## config.mk

```make
export PLATFORM = sky130hd
export DESIGN_NAME = jtag_ram_arb
export DESIGN_NICKNAME = d
export VERILOG_FILES = /design/src/rtl/jtag_ram_arb.sv
export SDC_FILE = /design/constraint.sdc
export NUM_CORES = 1
export LEC_CHECK = 0
export ABC_AREA = 1
export CAP_MARGIN = 30
export CORE_MARGIN = 10
export CORE_UTILIZATION = 36
export CTS_CLUSTER_DIAMETER = 80
export CTS_CLUSTER_SIZE = 20
export DETAILED_ROUTE_END_ITERATION = 6
export GPL_TIMING_DRIVEN = 0
export PLACE_DENSITY = 0.95
export SLEW_MARGIN = 20
export SYNTH_ARGS = -nofsm -noshare
export SYNTH_HDL_FRONTEND = slang
export SYNTH_SLANG_ARGS = --single-unit
export TNS_END_PERCENT = 10
```

## constraint.sdc

```tcl
create_clock -name sclk -period 4.8 [get_ports sclk]
set_input_delay 0.96 -clock sclk [delete_from_list [all_inputs] [get_ports sclk]]
set_output_delay 0.96 -clock sclk [all_outputs]
set_load 0.005 [all_outputs]
```

## src/rtl/jtag_ram_arb.sv

```systemverilog
// Single-port capture RAM arbiter: JTAG writer has priority, AXI-lite reads are protected by a starvation limit.
// Optional JTAG_ARB_STATS_EN adds stat_conflicts, a saturating count of cycles where both requesters were eligible.
module jtag_ram_arb #(
   parameter int AW         = 9,
   parameter int DW         = 32,
   parameter int RAM_LAT    = 1,
   parameter int STARVE_MAX = 4
) (
   input  logic          sclk,
   input  logic          reset,
   input  logic          wr_req,
   input  logic [AW-1:0] wr_addr,
   input  logic [DW-1:0] wr_data,
   output logic          wr_ack,
   input  logic          rd_req,
   input  logic [AW-1:0] rd_addr,
   output logic          rd_ack,
   output logic          rd_valid,
   output logic [DW-1:0] rd_data,
   output logic          ram_en,
   output logic          ram_we,
   output logic [AW-1:0] ram_addr,
   output logic [DW-1:0] ram_wdata,
   input  logic [DW-1:0] ram_rdata,
`ifdef JTAG_ARB_STATS_EN
   output logic [15:0]   stat_conflicts,
`endif
   output logic [1:0]    dbg_state,
   output logic          busy
);

   // Handshake: a requester raises req with stable addr/data and holds it until its ack pulse;
   // the ack cycle is the cycle the access is on the RAM pins, and the held req is ignored then.

   typedef enum logic [1:0] {
      IDLE   = 2'd0,
      GNT_WR = 2'd1,
      GNT_RD = 2'd2
   } state_t;

   localparam logic [3:0] SMAX = 4'(STARVE_MAX);

   state_t             state, state_nxt;
   logic [3:0]         streak, streak_nxt;
   logic [RAM_LAT-1:0] vchain, vchain_nxt;
   logic               wr_elig, rd_elig;

   assign dbg_state = state;
   assign wr_ack    = (state == GNT_WR);
   assign rd_ack    = (state == GNT_RD);
   assign rd_valid  = vchain[RAM_LAT-1];
   assign rd_data   = rd_valid ? ram_rdata : '0;
   assign busy      = rd_ack | (|vchain);

   always_comb begin
      wr_elig    = wr_req && (state != GNT_WR);
      rd_elig    = rd_req && (state != GNT_RD);
      state_nxt  = IDLE;
      streak_nxt = streak;
      if (wr_elig && rd_elig) begin
         state_nxt = (streak == SMAX) ? GNT_RD : GNT_WR;
      end else if (wr_elig) begin
         state_nxt = GNT_WR;
      end else if (rd_elig) begin
         state_nxt = GNT_RD;
      end
      // Streak only measures how long a pending read has been passed over.
      if (!rd_req || state_nxt == GNT_RD) begin
         streak_nxt = '0;
      end else if (state_nxt == GNT_WR && streak != SMAX) begin
         streak_nxt = streak + 4'd1;
      end
      vchain_nxt    = vchain;
      vchain_nxt[0] = rd_ack;
      for (int i = 1; i < RAM_LAT; i++) begin
         vchain_nxt[i] = vchain[i-1];
      end
   end

   always_ff @(posedge sclk or posedge reset) begin
      if (reset) begin
         state     <= IDLE;
         streak    <= '0;
         vchain    <= '0;
         ram_en    <= 1'b0;
         ram_we    <= 1'b0;
         ram_addr  <= '0;
         ram_wdata <= '0;
      end else begin
         state     <= state_nxt;
         streak    <= streak_nxt;
         vchain    <= vchain_nxt;
         ram_en    <= (state_nxt != IDLE);
         ram_we    <= (state_nxt == GNT_WR);
         ram_addr  <= (state_nxt == GNT_WR) ? wr_addr :
                      (state_nxt == GNT_RD) ? rd_addr : '0;
         ram_wdata <= (state_nxt == GNT_WR) ? wr_data : '0;
      end
   end

`ifdef JTAG_ARB_STATS_EN
   always_ff @(posedge sclk or posedge reset) begin
      if (reset) begin
         stat_conflicts <= '0;
      end else if (wr_elig && rd_elig && stat_conflicts != 16'hFFFF) begin
         stat_conflicts <= stat_conflicts + 16'd1;
      end
   end
`endif

endmodule
```

==> metrics.yaml <==
die:
  chipWidth_microns: 97.1
  die_y_microns: 97.1
  die-area_sq_mm: 0.00944
  row_count: 28
  start_util_pct: 36.6
  num_io_pins: 167
  design.core.area_sq_mm: 0.00585
layout:
  final_cell_count_no_fill: 506
  final_common_cell: "clkdlybuf4s50_1"
  final_nets: 518
  diodes: 0
  syn_to_final_growth_pct: 88.6
  drive_gt1_share_pct: 7.19
  final_cell_mix: "clkdlybuf4s50_1, inv_1, nand2_1"
setup_path:
  path_cells: "clkdlybuf4s50_1 > nand2_1 > inv_1 > clkdlybuf4s50_1"
  required_ns: 3.84
  cp-end-kind: "output pin"
  reg2reg_depth: 8
  cp_common_cell: "clkdlybuf4s50_1"
  cp.arrival_ns: 2.08
  cpPeakStageDelay_ns: 0.50
  cp_max_fo: 1
  critPathLaunchType: "input pin"
  cpMaxStageDelayCell: "clkdlybuf4s50_1"
  worstSetupPathType: "input pin to output pin"
cts:
  post_cts_resized: 0
  clock_path_buffers: 2
  cts_buffers: 5
  cts_tree: "done"
  clock_sinks: 50
  hold_buffers: 0
  cts_root_buf: "clkbuf_8"
  clk_latency_ns: 0.30
  post_cts_buffers: 0
  htree_levels: 2
  cts.reportedPaths.clkPinSlew_ns: 0.09
yosys:
  ys_types: 19
  syn_area_per_cell_sq_um: 8.37
  synth_area_sq_mm: 0.00214
  syn_nets: 344
  synth_warnings: 0
  syn_inst: 256
  ys_seq_area_share_pct: 58.4
  ys_ff_latch: 50
timing:
  finalHoldViolations: 0
  relSlewSlack_pct: 73.4
  setup-tns-final_ns: 0
  worst_slew_pin_slew_ns: 0.398
  setup_viol: 0
  setup_slack_ns: 1.76
  post-route-period-util_pct: 63.3
  finalMaxSlewViolations: 0
  grt_setup_unrepaired: "no"
  finalCriticalPeriod_ns: 3.04
  whs_ns: 0.548
  skew_ns: 0.00708
  clock.fmax_mhz: 329
place:
  dp_hpwl_microns: 6560
  pre_cts_slack_ns: 1.76
  place.port_buffers: 166
  dp_cells: 498
  gp_congestion: 0.882
worst_hold_path:
  min_path_cells: 2
  min_path_type: "register to register"
pwr:
  max-vdd-ir-drop_mv: 0.203
  powerDensity_mw_per_mm2: 253
  power_leakage_nw: 2.14
global_routing:
  grt_antenna_before_repair: 0
  grt_pass1_vias: 2364
  grt_max_degree: 35
  overflow: 0
  grt_pass1_wl_microns: 12200
  grt_usage_pct: 15.8
status:
  outcome: "finished clean"
routing:
  ant_nets: 0
  wl_per_cell_microns: 14.9
  vias_per_cell: 4.24
  firstDrtPassIters: 6
  drc: 0
  routed_wirelength_microns: 7540
  drtIter0Drc: 35
  vias: 2143
flow_run:
  max-cap-violations: 0
critical path: cells and delay by family:
kind	cells	cell delay, ns
buffers and inverters	3	1.05
AND/OR/NAND/NOR	1	0.06
Yosys cell counts:
master | n | area (sq um)
clkbuf_1 | 4 | 15.0
or2_2 | 2 | 12.5
inv_2 | 2 | 7.51
buf_6 | 3 | 33.8
nand3_1 | 4 | 20.0
nand2_4 | 1 | 11.3
nand2_2 | 4 | 25.0
a21oi_1 | 3 | 15.0
inv_4 | 1 | 6.26
nand2_1 | 65 | 244
nor2_1 | 31 | 116
ha_1 | 2 | 25.0
nand4_1 | 2 | 12.5
nor2_4 | 1 | 11.3
inv_1 | 74 | 278
a21oi_4 | 1 | 16.3
dfrtp_1 | 50 | 1250
nor2_2 | 5 | 31.3
nand3_2 | 1 | 10.0
registers in the layout (all words and copies together), names as in the netlist:
signal	flops
ram_en	1
rd_valid	1
ram_wdata	32
dbg_state	2
ram_we	1
ram_addr	9
streak	4
layout make-up:
type,count,area [sq um]
Fill cell,420,1810
Timing Repair Buffer,167,1680
Sequential cell,50,1250
Multi-Input combinational cell,122,551
Inverter,77,292
Tap cell,75,93.8
Clock buffer,6,82.6
Buffer,7,48.8
Clock inverter,2,38.8
final timing paths:
check | startpoint | to | slack (ns)
min in group asynchronous | reset | streak[0] | 0.97
setup reg to reg | streak[0] | ram_wdata[11] | 3.32
setup / recovery | ram_rdata[28] | rd_data[28] | 1.76
hold / removal | streak[3] | streak[3] | 0.55
hold reg to reg | streak[3] | streak[3] | 0.55
max in group asynchronous | reset | ram_wdata[31] | 3.33
metal layers:
layer | up-vias | part of all wire, % | GRT usage, %
met3 | 12 | 13 | 8.46
met4 | 0 | 2.1 | 5.11
met2 | 125 | 51 | 28.7
met1 | 956 | 34 | 14.8
met5 | - | 0 | 0
li1 | 1050 | - | -
report_power, final:
| group | internal [mW] | switching, mW | total (mW) |
|---|---|---|---|
| registers | 0.449 | 0.0103 | 0.459 |
| clock network | 0.172 | 0.140 | 0.311 |
| logic | 0.158 | 0.0933 | 0.251 |
| total | 0.778 | 0.244 | 1.02 |
logic make-up (layout without fill, tap and decap cells):
| logic type | after synthesis | count (layout) | synth area share (%) |
|---|---|---|---|
| buffers and inverters | 84 | 259 | 15.9 |
| AO/OA/AOI/OAI | 4 | 4 | 1.46 |
| AND/OR/NAND/NOR | 116 | 116 | 23.1 |
| flip-flops | 50 | 50 | 58.4 |
| adder cells (fa/ha/maj) | 2 | 2 | 1.17 |
stage by stage:
stage / util (%) / total power, mW / area (sq um)
final: 69.0 / 1.02 / 4040
after detailed placement: 67.0 / 0.724 / 3920
after CTS: 69.0 / 1.04 / 4040
after global routing: 69.0 / 1.08 / 4040
after global placement: 66.6 / 0.712 / 3900
after floorplan: - / 0.541 / 2140
Note: power is estimated with default switching activity, not from simulation.
